<file path="config.mk">
export PLATFORM = sky130hd
export DESIGN_NAME = sd_sample_sequencer
export DESIGN_NICKNAME = d
export VERILOG_FILES = /design/src/rtl/sd_seq_pkg.sv /design/src/rtl/sd_seq_arbiter.sv /design/src/rtl/sd_sample_sequencer.sv
export SDC_FILE = /design/constraint.sdc
export NUM_CORES = 1
export LEC_CHECK = 0
export ABC_AREA = 1
export CAP_MARGIN = 20
export CORE_ASPECT_RATIO = 0.8
export CORE_MARGIN = 3
export CORE_UTILIZATION = 44
export CTS_CLUSTER_DIAMETER = 100
export DETAILED_ROUTE_END_ITERATION = 10
export GPL_ROUTABILITY_DRIVEN = 0
export PLACE_DENSITY_LB_ADDON = 0.2
export SLEW_MARGIN = 10
export SYNTH_ARGS = -nofsm -noshare
export SYNTH_HDL_FRONTEND = slang
export SYNTH_SLANG_ARGS = --single-unit
</file>
<file path="constraint.sdc">
create_clock -name SIM_CLK -period 2 [get_ports SIM_CLK]
set_input_delay 0.4 -clock SIM_CLK [delete_from_list [all_inputs] [get_ports SIM_CLK]]
set_output_delay 0.4 -clock SIM_CLK [all_outputs]
set_load 0.05 [all_outputs]
</file>
<file path="src/rtl/sd_seq_pkg.sv">
// Shared state, source-code and gating types for the discrete-input sample
// sequencer, plus the source-group to strobe/enable decode.
package sd_seq_pkg;

  typedef enum logic [2:0] {
    IDLE   = 3'd0,
    GRANT  = 3'd1,
    CLEAR  = 3'd2,
    SETUP  = 3'd3,
    STROBE = 3'd4,
    HOLD   = 3'd5
  } seq_state_t;

  localparam logic [2:0] SRC_CR      = 3'd0;
  localparam logic [2:0] SRC_GC      = 3'd1;
  localparam logic [2:0] SRC_DIN1516 = 3'd2;
  localparam logic [2:0] SRC_DIN12   = 3'd3;
  localparam logic [2:0] SRC_SSFB    = 3'd4;
  localparam logic [2:0] SRC_TS      = 3'd5;
  localparam logic [2:0] SRC_DV      = 3'd6;
  localparam logic [2:0] SRC_INVALID = 3'd7;

  typedef struct packed {
    logic w2;
    logic x2;
    logic y7;
  } strobe_t;

  typedef struct packed {
    logic pcg2v;
    logic pbg2v;
    logic paav;
    logic diad;
    logic ssa;
    logic tsa;
    logic crcav;
    logic icsd;
    logic icsdn;
    logic c4rdn;
  } enable_t;

  typedef struct packed {
    strobe_t strobe;
    enable_t enable;
  } gating_t;

  // Each valid group owns exactly one strobe line; the invalid code drives nothing.
  function automatic gating_t decode_src(input logic [2:0] src);
    gating_t g;
    g = 13'd0;
    case (src)
      SRC_CR: begin
        g.strobe.x2 = 1'b1; g.enable.icsd = 1'b1; g.enable.pcg2v = 1'b1; g.enable.crcav = 1'b1;
      end
      SRC_GC: begin
        g.strobe.x2 = 1'b1; g.enable.icsdn = 1'b1; g.enable.pcg2v = 1'b1; g.enable.crcav = 1'b1;
      end
      SRC_DIN1516: begin
        g.strobe.x2 = 1'b1; g.enable.pcg2v = 1'b1; g.enable.diad = 1'b1;
      end
      SRC_DIN12: begin
        g.strobe.y7 = 1'b1; g.enable.pbg2v = 1'b1; g.enable.diad = 1'b1;
      end
      SRC_SSFB: begin
        g.strobe.x2 = 1'b1; g.enable.pcg2v = 1'b1; g.enable.ssa = 1'b1;
      end
      SRC_TS: begin
        g.strobe.w2 = 1'b1; g.enable.pcg2v = 1'b1; g.enable.tsa = 1'b1;
      end
      SRC_DV: begin
        g.strobe.y7 = 1'b1; g.enable.paav = 1'b1; g.enable.c4rdn = 1'b1;
      end
      default: g = 13'd0;
    endcase
    return g;
  endfunction

endpackage

</file>
<file path="src/rtl/sd_seq_arbiter.sv">
// Two-way round-robin arbiter for the processor read path (A) and the
// telemetry scan (B); the pointer remembers which side won last.
module sd_seq_arbiter (
  input  logic clk,
  input  logic rst_n,
  input  logic req_a,
  input  logic req_b,
  input  logic en,
  output logic grant_a,
  output logic grant_b
);

  logic last_b_r;

  // A lone requester wins outright; a tie goes to the side not served last.
  always_comb begin
    grant_a = req_a & (~req_b | last_b_r);
    grant_b = req_b & (~req_a | ~last_b_r);
  end

  // Pointer starts at B so that A is favoured on the first tie after reset.
  always_ff @(posedge clk or negedge rst_n) begin
    if (!rst_n) begin
      last_b_r <= 1'b1;
    end else if (en && grant_b) begin
      last_b_r <= 1'b1;
    end else if (en && grant_a) begin
      last_b_r <= 1'b0;
    end else begin
      last_b_r <= last_b_r;
    end
  end

endmodule

</file>
<file path="src/rtl/sd_sample_sequencer.sv">
// Sequences one sampling cycle of the ML5/ML6 switch-selector sampler:
// grant, latch clear, source setup, strobe, V1 hold, then DONE.
module sd_sample_sequencer
  import sd_seq_pkg::*;
#(
  parameter int unsigned SLOT_CYCLES = 4,
  parameter int unsigned HOLD_CYCLES = 8
) (
  input  logic       SIM_CLK,
  input  logic       SIM_RST,
  input  logic       REQA,
  input  logic [2:0] SRCA,
  input  logic       REQB,
  input  logic [2:0] SRCB,
  output logic       ACKA,
  output logic       ACKB,
  output logic       BUSY,
  output logic       DONE,
  output logic       OWNER,
  output logic       SRCERR,
  output logic       W2,
  output logic       X2,
  output logic       Y7,
  output logic       Z2,
  output logic       RESMV,
  output logic       MLAV,
  output logic       V1,
  output logic       PCG2V,
  output logic       PBG2V,
  output logic       PAAV,
  output logic       DIAD,
  output logic       SSA,
  output logic       TSA,
  output logic       CRCAV,
  output logic       ICSD,
  output logic       ICSDN,
  output logic       C4RDN
);

  localparam logic [7:0] SLOT_LOAD = 8'(SLOT_CYCLES - 1);
  localparam logic [7:0] HOLD_LOAD = 8'(HOLD_CYCLES - 1);

  seq_state_t state_r, state_s;
  logic [7:0] cnt_r, cnt_s;
  logic [2:0] src_r, src_s;
  logic       owner_s;
  logic       arb_en_s;
  logic       grant_a_s, grant_b_s;
  logic       clear_s, hold_s;
  strobe_t    strobe_s;
  enable_t    enable_s;
  gating_t    gate_s;

  sd_seq_arbiter u_arb (
    .clk     (SIM_CLK),
    .rst_n   (SIM_RST),
    .req_a   (REQA),
    .req_b   (REQB),
    .en      (arb_en_s),
    .grant_a (grant_a_s),
    .grant_b (grant_b_s)
  );

  // Next state, phase counter and latched source/owner.
  always_comb begin
    state_s  = state_r;
    cnt_s    = cnt_r;
    src_s    = src_r;
    owner_s  = OWNER;
    arb_en_s = 1'b0;
    case (state_r)
      IDLE: begin
        if (REQA || REQB) begin
          arb_en_s = 1'b1;
          state_s  = GRANT;
          cnt_s    = 8'd0;
          if (grant_b_s) begin
            src_s   = SRCB;
            owner_s = 1'b1;
          end else begin
            src_s   = SRCA;
            owner_s = 1'b0;
          end
        end else begin
          state_s = IDLE;
        end
      end
      GRANT: begin
        if (src_r == SRC_INVALID) begin
          state_s = IDLE;
        end else begin
          state_s = CLEAR;
          cnt_s   = SLOT_LOAD;
        end
      end
      CLEAR, SETUP, STROBE: begin
        if (cnt_r == 8'd0) begin
          state_s = (state_r == CLEAR) ? SETUP : ((state_r == SETUP) ? STROBE : HOLD);
          cnt_s   = (state_r == STROBE) ? HOLD_LOAD : SLOT_LOAD;
        end else begin
          cnt_s = cnt_r - 8'd1;
        end
      end
      HOLD: begin
        if (cnt_r == 8'd0) begin
          state_s = IDLE;
        end else begin
          cnt_s = cnt_r - 8'd1;
        end
      end
      default: begin
        state_s = IDLE;
        cnt_s   = 8'd0;
      end
    endcase
  end

  // Gating seen by the sampler in the upcoming state; registered below.
  always_comb begin
    gate_s   = decode_src(src_s);
    clear_s  = 1'b0;
    hold_s   = 1'b0;
    strobe_s = 3'b000;
    enable_s = 10'b0000000000;
    case (state_s)
      CLEAR:  clear_s = 1'b1;
      SETUP: begin
        hold_s   = 1'b1;
        enable_s = gate_s.enable;
      end
      STROBE: begin
        hold_s   = 1'b1;
        enable_s = gate_s.enable;
        strobe_s = gate_s.strobe;
      end
      HOLD:   hold_s = 1'b1;
      default: begin
        clear_s = 1'b0;
        hold_s  = 1'b0;
      end
    endcase
  end

  // State and fully registered outputs; reset aborts any cycle in flight.
  always_ff @(posedge SIM_CLK or negedge SIM_RST) begin
    if (!SIM_RST) begin
      state_r <= IDLE;
      cnt_r   <= 8'd0;
      src_r   <= 3'd0;
      OWNER   <= 1'b0;
      ACKA    <= 1'b0;
      ACKB    <= 1'b0;
      BUSY    <= 1'b0;
      DONE    <= 1'b0;
      SRCERR  <= 1'b0;
      {W2, X2, Y7}       <= 3'b000;
      {Z2, RESMV, MLAV}  <= 3'b000;
      V1                 <= 1'b0;
      {PCG2V, PBG2V, PAAV, DIAD, SSA, TSA, CRCAV, ICSD, ICSDN, C4RDN} <= 10'b0000000000;
    end else begin
      state_r <= state_s;
      cnt_r   <= cnt_s;
      src_r   <= src_s;
      OWNER   <= owner_s;
      ACKA    <= arb_en_s & grant_a_s;
      ACKB    <= arb_en_s & grant_b_s;
      BUSY    <= (state_s != IDLE);
      DONE    <= (state_s == HOLD) && (cnt_s == 8'd0);
      SRCERR  <= (state_r == GRANT) && (src_r == SRC_INVALID);
      {W2, X2, Y7}       <= strobe_s;
      {Z2, RESMV, MLAV}  <= {3{clear_s}};
      V1                 <= hold_s;
      {PCG2V, PBG2V, PAAV, DIAD, SSA, TSA, CRCAV, ICSD, ICSDN, C4RDN} <= enable_s;
    end
  end

endmodule

</file>
# ---- Word-level counts from Yosys, hierarchy flattened
# Cells that the tools add are included.
dict set report op_classes {
  n_bitwise 9
  shift 0
  muxes 36
  n_div 0
  addsub 1
  n_reduce_logical 20
  n_lt_le_gt_ge 0
  n_eq_ne 16
  mul 0
}
# cell count
set ops {}
lappend ops {{two-way mux 8 bit} 4}
lappend ops {{one-hot mux 8 bit (4 select lines)} 1}
lappend ops {{== test 3 bit, second input constant} 8}
lappend ops {{two-way mux 3 bit} 8}
lappend ops {{two-way mux 1 bit} 20}
lappend ops {{== test 3 x 2 -> 1 bit, second input constant} 6}
lappend ops {{logical NOT 8 bit} 2}
lappend ops {{one-hot mux 3 bit (4 select lines)} 1}
lappend ops {{two-way mux 10 bit} 1}
lappend ops {{OR reduction 2 bit} 4}
lappend ops {{subtractor 8 x 1 -> 8 bit, second input constant} 1}
lappend ops {{== test 3 x 1 -> 1 bit, second input constant} 2}
lappend ops {{logical NOT 3 bit} 2}
lappend ops {{OR reduction 3 bit} 2}
lappend ops {{OR reduction 5 bit} 1}
lappend ops {{AND 1 bit} 4}
lappend ops {{logical AND 1 bit} 4}
lappend ops {{OR reduction 4 bit} 1}
lappend ops {{NOT 1 bit} 3}
lappend ops {{nonzero test 3 bit} 1}
lappend ops {{two-way mux 2 bit} 1}
lappend ops {{bitwise OR 1 bit} 2}
lappend ops {{AND reduction 2 bit} 1}
lappend ops {{nonzero test 2 bit} 1}
lappend ops {{logical OR 1 bit} 1}
dict set report totals {
  inputBits 10
  word_cells 107
  mem_bits_ro 0
  n_memories 0
  ff_bits 36
  ram_bits 0
  out_inout_bits 23
  latchBits 0
}

# ---- Depth between registers and ports, before layout
dict set report logic_depth {
  depth_word 10
  depth_mapped 13
  ltp_nobuf 13
}

# ---- By module
# Synthesis repeated with hierarchy kept, for this count alone.
dict set report unflattened {
  hier_cells 231
  area_unflattened_um2 1811.7
}
# module cells_per_inst seq_area_each_um2 area_each_um2 n_inst
set modules_own_cells {}
lappend modules_own_cells {sd_sample_sequencer 223 850.8 1750.4 1}
lappend modules_own_cells {sd_seq_arbiter 8 26.3 61.3 1}

# ---- Least setup slack after synthesis
# No wires, ideal clock.
dict set report synth_path {
  path_type {reg-to-reg}
  from {register cnt_r[0]}
  to {register DONE}
  required_time_ps 1929
  period_less_slack_ps 1882
  stages_incl_launch_ff 14
  slack_ps 118
  setup_time_ps 71
  n_path_buf 1
  t_arrival_ps 1810
  path_cell_list {dfrtp_1 > inv_1 > ha_1 > inv_1 > nor3_2 > nand2_1 > buf_4 > ha_1 > nand4_1 > nand2_1 > nand3b_1 > nor2_1 > nand4_1 > nor2_1}
}
dict set report synth_between {
  elab_chain_cells 5
  word_cells_on_any_way 13
  cone_classes {1 x add/sub; 1 x eq/ne; 8 x mux; 3 x reduce/logical}
}
# element line_no
set synth_lines {}
lappend synth_lines {{start: declaration} sd_sample_sequencer.sv:44} ;# logic [7:0] cnt_r, cnt_s;
lappend synth_lines {{start signal: assignment} sd_sample_sequencer.sv:162} ;# cnt_r <= cnt_s;
lappend synth_lines {{subtractor 8 x 1 -> 8 bit / logical NOT 8 bit (equally long branches)} n/a}
lappend synth_lines {{two-way mux 8 bit, on equally long branches} {sd_sample_sequencer.sv:105, sd_sample_sequencer.sv:97}}
lappend synth_lines {{one-hot mux 8 bit (4 select lines) (*)} sd_sample_sequencer.sv:71} ;# case (state_r)
lappend synth_lines {{via cnt_s[0]} sd_sample_sequencer.sv:44}
lappend synth_lines {{logical NOT 8 bit (*)} sd_sample_sequencer.sv:168} ;# DONE <= (state_s == HOLD) && (cnt_s == 8'd0);
lappend synth_lines {{logical AND 1 bit (*)} sd_sample_sequencer.sv:168}
lappend synth_lines {{end signal: assignment} sd_sample_sequencer.sv:168}
lappend synth_lines {{end: declaration} sd_sample_sequencer.sv:18} ;# output logic DONE,
# Mark *: on every way through the listed nets, which the timed path passes. The rest lies on a longest branch.
# A chain may end at the register's enable or synchronous reset.

# ---- Worst setup path after layout
# Ends and elaborated chain as after synthesis.

==> impl_metrics.csv <==
group,metric,value,unit
worst_hold_path,hold_class,"input port to async pin",
yosys,synthesis.area_per_instance,8.085,µm²
global_routing,grt_pass1_wl,6.555,mm
layout,num_antenna_cells,0,
flow_run,max-cap-violations,0,
clock_network,cts_tree,"done",
sta,slew_headroom,66.43,%
layout,flip_flop_count_of_the_largest_register_all_copies_and_words_added,8,
yosys,syn_nets,233,
power,relative_contribution_of_sequential_cells_to_total_power,32.4,%
critical_path,critical_path_peak_fanout,2,
critical_path,critical_path.reg2reg.endpoint,"DONE$_DFF_PN0_",
place,place.port_buffers,32,
layout,most_common_cell_after_layout_fill_and_taps_aside,"nand2_1",
floorplan,i_o_pin_count,33,
clock_network,cts_sinks,35,
critical_path,startpoint,"cnt_r[0]$_DFF_PN0_",
yosys,synth_cell_type_count,28,
layout,top_register,"cnt_r",
yosys,ys_ff_latch,35,
critical_path,slowest_delay,0.40,ns
clock_network,longest_clk_path_bufs,2,
floorplan,initial_utilization,46.36,%
detailed_routing,wl_met2,1.503,mm
detailed_routing,wl_met1,1.924,mm
floorplan,core_area,3854,µm²
global_routing,number_of_antenna_violations_at_the_first_check_in_global_routing,0,
run_status,status,"complete, no violations",
critical_path,worst_ep_arrival_time,2.12,ns
power,overall_power,3.374,mW
global_routing,grt_remaining_overflow,0,
critical_path,setup.worst_path.class,"flop to flop",
critical_path,setup.reg_to_reg.worst_slack,0.1,ns
sta,max_freq,526.0,MHz
critical_path,critPathRequiredTime,2.22,ns
power,total_switching_power,1.548,mW
yosys,yosys_warnings,0,
detailed_routing,detailroute.wirelength.met3,222,µm
power,netSwitchingFraction,45.87,%
critical_path,critPathCapture,"DONE$_DFF_PN0_",
sta,timing.hold.ws,0.5219,ns
power,clock_power_share,16.6,%
layout,area_growth,28.78,%
critical_path,critical_path.reg2reg.startpoint,"cnt_r[0]$_DFF_PN0_",
sta,finalMaxSlewViolations,0,
clock_network,tritoncts.num_buffers,5,
detailed_routing,overall_routed_net_length,3.709,mm
detailed_routing,via_per_inst,4.715,
sta,grt_setup_unrepaired,"yes",
sta,min_period_over_period,95.06,%
layout,fin_util,59.71,%
layout,top_regs,"cnt_r x8, src_r x3, state_r x3",
critical_path,worstSetupEndpointType,"flop",
sta,post-route-worst-setup-slack,0.09877,ns
detailed_routing,drc,0,
power,p_comb_share,51.1,%
global_routing,grt_pass1_vias,1423,
yosys,post_synth_instance_area,1787,µm²
yosys,ys_seq_area_share,49.09,%
critical_path,crit_path_cell_trace,"inv_1, ha_1, inv_1, nor3_2, nand2_1, ha_1, nand4_1, nand2_1, nand3b_1, nor2_1, nand4_1, nor2_1",
critical_path,critPathSlowestCell,"dfrtp_1",
place,detailedPlacementHpwl,2.750,mm
sta,setup-violations-final,0,
power,ir_drop,0.0006298,V
sta,hold_violations,0,
power,cell_internal_pwr,1.826,mW
detailed_routing,topRoutingLayerUsed,"met4",
detailed_routing,post_drt_wl_per_cell,11.63,µm
critical_path,rr_worst_depth,12,
floorplan,die_w,77.25,µm
detailed_routing,ant_nets,0,
yosys,cell_count_after_synthesis,221,
floorplan,floorplan.die.height,63.00,µm
layout,most-common-layout-cells,"59 x nand2_1, 34 x dfrtp_1, 32 x nor2_1, 32 x clkdlybuf4s50_1, 26 x inv_1",
sta,worstMarginPinSlew,0.5020,ns
detailed_routing,vias,1504,
critical_path,critical_path.startpoint_type,"flop",
layout,post_route_cells_drive_above_1_share,15.53,%
power,p_per_area,1466,nW/µm²
clock_network,htreeDepth,2,
place,pre_cts_slack,-0.06688,ns
global_routing,track_usage,17.19,%
detailed_routing,drt_iter0_markers,103,
sta,clock_skew,0.001995,ns
clock_network,worst_skew_pair_later_pin_latency,0.29,ns
floorplan,die_area,4866,µm²
power,lkg_pwr,1.131,nW
floorplan,core.rowCount,20,
layout,finalNetCount,275,
sta,finalCriticalPeriod,1.901,ns
clock_network,root_buffer,"clkbuf_8",
clock_network,clkSlewWorstSetupHoldPaths,0.07,ns
global_routing,maximum_number_of_pins_on_one_net_before_global_route_repair,36,
detailed_routing,dr.pass1.iters,4,
[layer usage]
metal	GRT usage [%]	vias to the layer above
li1	-	771
met5	0	-
met1	25.37	681
met2	23.71	46
met4	6.667	0
met3	4.755	6
[synth_stat cells]
| cell | n | share of area [%] |
|---|---|---|
| o22ai_1 | 1 | 0.35 |
| nand3b_1 | 1 | 0.42 |
| a21boi_2 | 1 | 0.63 |
| nor2_1 | 33 | 6.9 |
| buf_4 | 4 | 1.7 |
| nand3_1 | 17 | 4.8 |
| dfrtp_1 | 34 | 48 |
| a21oi_2 | 1 | 0.49 |
| nand4_1 | 2 | 0.70 |
| nand2_1 | 59 | 12 |
| nor3_2 | 1 | 0.56 |
| a21oi_1 | 2 | 0.56 |
| o21ai_4 | 2 | 1.8 |
| dfstp_2 | 1 | 1.5 |
| nand3_2 | 2 | 1.1 |
| xor2_1 | 2 | 0.98 |
| nor2_4 | 2 | 1.3 |
| nand2_2 | 9 | 3.2 |
| or2_2 | 1 | 0.35 |
| ha_1 | 2 | 1.4 |
| nor2_8 | 1 | 1.1 |
| inv_2 | 4 | 0.84 |
| a21boi_0 | 1 | 0.42 |
| a31oi_1 | 1 | 0.35 |
| inv_1 | 26 | 5.5 |
| nor2_2 | 1 | 0.35 |
| nor3_1 | 1 | 0.28 |
| o21ai_0 | 9 | 2.5 |
[critical path: cells and delay by family (launching register included)]
| family | cells | cell delay (ns) |
|---|---|---|
| AND/OR/NAND/NOR | 8 | 0.85 |
| adder cells (fa/ha/maj) | 2 | 0.45 |
| flip-flops | 1 | 0.40 |
| buffers and inverters | 2 | 0.14 |
[cells by family (layout without fill, tap and decap cells)]
group,after synthesis,after routing,share of synthesized area (%)
simple gates,130,130,33.40
flops,35,35,49.09
fa+ha+maj,2,2,1.400
xor+xnor,2,2,0.9806
compound gates,18,18,7.143
buf+inv,34,77,7.983
[how the worst min path moves through the flow]
stage / slack (ns) / to / start / cells past startpoint
floorplan: 0.10 / ACKA$_DFF_PN0_ / SIM_RST / 0
CTS: 0.53 / BUSY$_DFF_PN0_ / SIM_RST / 2
global placement: 0.50 / OWNER$_DFFE_PN0P_ / OWNER$_DFFE_PN0P_ / 2
detailed placement: 0.51 / u_arb.last_b_r$_DFFE_PN1P_ / u_arb.last_b_r$_DFFE_PN1P_ / 2
finish: 0.52 / PBG2V$_DFF_PN0_ / SIM_RST / 2
global route: 0.57 / TSA$_DFF_PN0_ / SIM_RST / 2
[timing repair]
action                     CTS  global route
setup endpoints to repair    0             8
gates resized for setup      0             1
hold endpoints to repair     0             0
hold buffers                 0             0
buffers inserted             0             1
[cell type report]
class	instances	area [µm²]
fillers	393	1553
well taps	55	68.82
repair buffers	39	372.9
clock buffers	8	100.1
inverters	30	112.6
flip-flops and latches	35	877.1
multi-input cells	152	769.5
[metrics by stage]
step | instances | instance area [µm²] | setup TNS (ns)
2_1_floorplan | 221 | 1787 | 0
3_3_place_gp | 310 | 2191 | -0.1278
3_5_place_dp | 310 | 2191 | -0.3269
4_1_cts | 318 | 2291 | 0
5_1_grt | 319 | 2301 | -0.03622
6_report | 319 | 2301 | 0
[power groups by stage]
| stage | Clock, mW | Sequential (mW) | Combinational [mW] |
|---|---|---|---|
| floorplan | 0 | 1.36 | 0.974 |
| global placement | 0 | 1.10 | 1.68 |
| detailed placement | 0 | 1.10 | 1.69 |
| CTS | 0.578 | 1.09 | 1.70 |
| global route | 0.607 | 1.13 | 1.90 |
| finish | 0.559 | 1.09 | 1.72 |
Note: power is estimated with default switching activity, not from simulation.
